**src/rtl/hexd_scan_ctrl.sv**
```systemverilog
// hexd_scan_ctrl
//   Drives a 4-digit multiplexed 7-segment display from the 16-bit
//   hex-display register written over MMIO.
//
//   The 16-bit value is captured from the crossbar write port. Its four
//   nibbles are shown one at a time on shared segment lines. Each digit
//   owns a slot of SCAN_DIV clocks. The first DEAD_CYC clocks of every
//   slot keep all anodes off, so the previous digit's pattern cannot
//   ghost onto the next digit. Leading zero digits can optionally be
//   blanked.
//
// Ports
//   i_clk        system clock
//   i_rst        asynchronous active-high reset
//   i_hexd_data  value to display; digit k = bits [4k+3:4k]
//   i_hexd_wren  write strobe; i_hexd_data is captured on a clock edge while high
//   o_seg        segments, bit0=a .. bit6=g (registered, pin polarity)
//   o_dp         decimal point, held inactive (registered, pin polarity)
//   o_an         digit enables, o_an[0] = rightmost digit (registered, pin polarity)

module hexd_scan_ctrl #(
  parameter int SCAN_DIV       = 50000,
  parameter int DEAD_CYC       = 2,
  parameter int SEG_ACTIVE_LOW = 1,
  parameter int AN_ACTIVE_LOW  = 1,
  parameter int BLANK_LEADING  = 0
) (
  input  logic        i_clk,
  input  logic        i_rst,
  input  logic [15:0] i_hexd_data,
  input  logic        i_hexd_wren,
  output logic [6:0]  o_seg,
  output logic        o_dp,
  output logic [3:0]  o_an
);

  localparam int CNT_W = (SCAN_DIV > 1) ? $clog2(SCAN_DIV) : 1;
  localparam logic [CNT_W-1:0] CNT_LAST = CNT_W'(SCAN_DIV - 1);
  localparam logic [CNT_W-1:0] DEAD_LIM = CNT_W'(DEAD_CYC);
  localparam logic SEG_INV = (SEG_ACTIVE_LOW != 0);
  localparam logic AN_INV  = (AN_ACTIVE_LOW != 0);

  // Active-high hex decode, bit6..bit0 = g..a.
  function automatic logic [6:0] hex_decode(input logic [3:0] nib);
    logic [6:0] s;
    case (nib)
      4'h0: s = 7'h3F;
      4'h1: s = 7'h06;
      4'h2: s = 7'h5B;
      4'h3: s = 7'h4F;
      4'h4: s = 7'h66;
      4'h5: s = 7'h6D;
      4'h6: s = 7'h7D;
      4'h7: s = 7'h07;
      4'h8: s = 7'h7F;
      4'h9: s = 7'h6F;
      4'hA: s = 7'h77;
      4'hB: s = 7'h7C;
      4'hC: s = 7'h39;
      4'hD: s = 7'h5E;
      4'hE: s = 7'h79;
      default: s = 7'h71;
    endcase
    return s;
  endfunction

  function automatic logic [3:0] select_nibble(input logic [15:0] v,
                                               input logic [1:0]  i);
    logic [3:0] n;
    case (i)
      2'd0: n = v[3:0];
      2'd1: n = v[7:4];
      2'd2: n = v[11:8];
      default: n = v[15:12];
    endcase
    return n;
  endfunction

  // Digit k>0 is blanked when it and every digit to its left are zero.
  // Digit 0 is always shown so a zero value still displays "0".
  function automatic logic [3:0] leading_blank(input logic [15:0] v);
    logic [3:0] m;
    m = 4'h0;
    if (BLANK_LEADING != 0) begin
      m[1] = (v[15:4]  == 12'h000);
      m[2] = (v[15:8]  == 8'h00);
      m[3] = (v[15:12] == 4'h0);
    end
    return m;
  endfunction

  function automatic logic [6:0] seg_pins(input logic [6:0] s);
    return SEG_INV ? ~s : s;
  endfunction

  function automatic logic [3:0] an_pins(input logic [3:0] a);
    return AN_INV ? ~a : a;
  endfunction

  logic [15:0]      value_p0;
  logic [CNT_W-1:0] cnt_p0;
  logic [1:0]       idx_p0;

  logic [6:0] seg_p1;
  logic       dp_p1;
  logic [3:0] an_p1;

  logic [3:0] blank_mask;
  logic [3:0] nib_sel;
  logic [6:0] seg_next;
  logic [3:0] an_next;

  // ---- stage p0: captured value and scan position ----
  always_ff @(posedge i_clk or posedge i_rst) begin
    if (i_rst) begin
      value_p0 <= 16'h0000;
      cnt_p0   <= '0;
      idx_p0   <= 2'd0;
    end else begin
      if (i_hexd_wren) begin
        value_p0 <= i_hexd_data;
      end
      if (cnt_p0 == CNT_LAST) begin
        cnt_p0 <= '0;
        idx_p0 <= idx_p0 + 2'd1;
      end else begin
        cnt_p0 <= cnt_p0 + CNT_W'(1);
      end
    end
  end

  // Outputs are derived from the pre-edge scan position and value, so the
  // anode and its segment pattern always switch on the same edge.
  always_comb begin
    blank_mask = leading_blank(value_p0);
    nib_sel    = select_nibble(value_p0, idx_p0);
    seg_next   = blank_mask[idx_p0] ? 7'h00 : hex_decode(nib_sel);
    an_next    = (cnt_p0 < DEAD_LIM) ? 4'h0 : (4'b0001 << idx_p0);
  end

  // ---- stage p1: pin registers ----
  always_ff @(posedge i_clk or posedge i_rst) begin
    if (i_rst) begin
      seg_p1 <= seg_pins(7'h00);
      dp_p1  <= SEG_INV;
      an_p1  <= an_pins(4'h0);
    end else begin
      seg_p1 <= seg_pins(seg_next);
      dp_p1  <= SEG_INV;
      an_p1  <= an_pins(an_next);
    end
  end

  assign o_seg = seg_p1;
  assign o_dp  = dp_p1;
  assign o_an  = an_p1;

endmodule
```
**config.mk**
```make
export PLATFORM = sky130hd
export DESIGN_NAME = hexd_scan_ctrl
export DESIGN_NICKNAME = d
export VERILOG_FILES = /design/src/rtl/hexd_scan_ctrl.sv
export SDC_FILE = /design/constraint.sdc
export NUM_CORES = 1
export LEC_CHECK = 0
export CAP_MARGIN = 20
export CORE_ASPECT_RATIO = 1.75
export CORE_MARGIN = 10
export CORE_UTILIZATION = 40
export CTS_CLUSTER_DIAMETER = 60
export DETAILED_ROUTE_END_ITERATION = 7
export PLACE_DENSITY = 0.66
export SYNTH_ARGS = -nofsm -noshare
export SYNTH_HDL_FRONTEND = slang
export SYNTH_SLANG_ARGS = --single-unit
```
**constraint.sdc**
```tcl
create_clock -name i_clk -period 4.4 [get_ports i_clk]
set_input_delay 1.32 -clock i_clk [delete_from_list [all_inputs] [get_ports i_clk]]
set_output_delay 1.32 -clock i_clk [all_outputs]
set_load 0.01 [all_outputs]
```
==> results.ini <==
[drt]
wl_per_cell_um=14.75
first_pass_iters=4
drtIter0Drc=57
drc=0
vias_per_cell=4.983
final_antenna_net_count=0
route.vias.total=1470
routed_wl_um=4352

[placement]
place_ws_ns=1.585
port_buffers=29
place.gp.congestion=0.8696
dp_hpwl_um=3356
placed_area_mm2=0.002542

[cells_and_area]
num_antenna_cells=0
area_delta_synth_final_pct=21.13
utilization=0.4994
drive_gt1_frac=0.1855
final_cell_area_mm2=0.002646
fin_nets=252
fill_cells=488

[synthesis]
yosysSeqAreaShare=0.5218
synthDistinctLibCells=38
syn-cell-area_mm2=0.002185
synth_area_leaders=dfrtp_1, dfstp_2, ha_1, mux2_2, mux2i_1
yosysTopAreaCell=dfrtp_1
syn_avg_cell_area_um2=11.62
netlist.area_leader.share=0.3895
synthCells=188
synthesis.nets=220
ys_seq_elements=45
synth_warnings=0

[sta]
tightest_slew_ns=0.7323
clock.fmax_mhz=374.3
timing.final.ws_setup_ns=1.728
slew_viol_final=0
max_slew_margin=0.5103
setup_viol=0
skew_ns=0.01084
fin_crit_sh=0.6072
finalHoldViolCount=0
setup_tns_ns=0
whs_ns=0.4859
rsz0062_at_grt=no
period_needed_ns=2.672

[worst_setup_path]
worst-setup-path-type=reg2out
critPathCaptureType=primary output
cp.buffers_inverters=1
cpPeakStageDelay_ns=0.53
crit_path_top_delay_cell=clkdlybuf4s50_1
cp_data_arrival_time_ns=1.35
worstPathCellList=clkdlybuf4s50_1
crit_family=buffers and inverters
startpoint_type=flip-flop
critical_path.max_fanout=1
crit_required_ns=3.08

[grt]
grtUsageTotal=0.1065
grt_max_degree=46
grt_pass1_wl_um=7410
antenna_found_initial=0
grt_overflow_total=0
first_global_vias=1601

[power]
p_leak_nw=1.146
p_per_area_mw_per_mm2=320.4
vdd_drop_max_mv=0.2020

[clocking]
clock-sinks=45
cts_htree_levels=2
cts_buffers=5
path_clk_slew_ns=0.09
cts_root_buffer=clkbuf_8
post-cts-setup-buffers=0
cts_hold_buf=0
cts_tree=built
cts.path.max_buffers=2
clk-insertion-delay-late_ns=0.30
cts_resized=0

[die]
num_rows=35
die_area_mm2=0.008934
ios=31
die_h_um=117.8
start_util=0.4123
fp.coreArea_mm2=0.005299
die_w_um=75.87

[status]
status=finished, final reports clean

[job]
maxCapViolCount=0

[hold_path]
min_path_type=reg2reg

## final timing paths
path,startpoint,cells after the start,slack (ns),to
max in group asynchronous,i_rst,3,2.55,cnt_p0[0]
min in group asynchronous,i_rst,3,1.46,value_p0[15]
min,cnt_p0[0],1,0.49,cnt_p0[0]
max,o_an[3],1,1.73,o_an[3]
max reg2reg,idx_p0[0],8,2.16,o_seg[1]
min reg2reg,cnt_p0[0],1,0.49,cnt_p0[0]
## state kept, by name, summed over array words and instances (netlist names)
name      count
cnt_p0       16
idx_p0        2
o_an          4
o_seg         7
value_p0     16
## cell usage after synthesis
cell	n
nor4_1	4
or4_4	1
inv_1	11
and4_1	2
and3_1	1
o21ai_0	8
buf_4	1
mux2i_1	11
or4_1	1
or2_2	1
nor2b_1	1
or4_2	1
nand4_1	3
nor4_2	1
a21oi_2	1
nand2_1	15
a221o_1	1
conb_1	1
buf_6	1
or3_1	4
nand2b_1	1
mux2_2	13
a222oi_1	4
buf_2	2
nand3_1	5
a21o_1	1
a21oi_1	1
dfrtp_1	34
xor2_1	6
o31ai_1	1
o22ai_1	3
xnor2_1	7
ha_1	13
nand3_2	1
clkbuf_1	3
nor2_1	11
dfstp_2	11
nor3_1	1
## cell families (layout without fill, tap and decap cells)
group	Yosys count	count (layout)	share of synthesized area
AO/OA/AOI/OAI	20	20	0.06300
other	1	1	0.001717
adder cells (fa/ha/maj)	13	13	0.07446
AND/OR/NAND/NOR	54	54	0.1323
multiplexers	24	24	0.1174
buffers and inverters	18	51	0.03723
XOR/XNOR	13	13	0.05212
flip-flops	45	45	0.5218
## routing by layer
layer | vias up | wire length [um] | track usage
li1 | 720 | - | -
met5 | - | 0 | 0
met2 | 37 | 2444 | 0.1920
met1 | 703 | 1599 | 0.1076
met4 | 0 | 85 | 0.04556
met3 | 10 | 224 | 0.02700
## final cells by class
type / count / area (um2) / area share
clock buffer: 6 / 82.58 / 0.03121
clock inverter: 2 / 13.76 / 0.005201
inverter: 11 / 41.29 / 0.01560
multi-input combinational: 125 / 963.4 / 0.3641
sequential: 45 / 1140 / 0.4307
tap: 74 / 92.59 / 0.03499
timing repair buffer: 32 / 312.8 / 0.1182
## placed cells by master (no fill, tap or decap), types with 4 or more instances in the layout
master,Yosys,routed
nand2_1,15,15
ha_1,13,13
a222oi_1,4,4
clkbuf_8,0,6
nand3_1,5,5
mux2_2,13,13
dfrtp_1,34,34
or3_1,4,4
mux2i_1,11,11
dfstp_2,11,11
nor4_1,4,4
xor2_1,6,6
inv_1,11,10
nor2_1,11,11
o21ai_0,8,8
xnor2_1,7,7
clkdlybuf4s50_1,0,29
## power by group
| part | total (mW) | leakage, nW | internal (mW) | switching, mW |
|---|---|---|---|---|
| logic | 0.123 | 0.554 | 0.0669 | 0.0563 |
| clock network | 0.269 | 0.0512 | 0.127 | 0.141 |
| registers | 0.456 | 0.541 | 0.446 | 0.00941 |
## worst reg2reg max path, cell delays in order, from the launching register on
cell	delay, ns
dfrtp_1	0.42
inv_1	0.12
ha_1	0.29
a222oi_1	0.13
mux2i_1	0.35
inv_1	0.19
ha_1	0.35
mux2i_1	0.20
a21o_1	0.15
## stage by stage
step,power (mW),cells
global placement,0.5850,286
detailed placement,0.5889,286
global route,0.8942,295
CTS,0.8618,294
finish,0.8477,295
floorplan,0.5324,188
(Power assumes the default switching activity.)
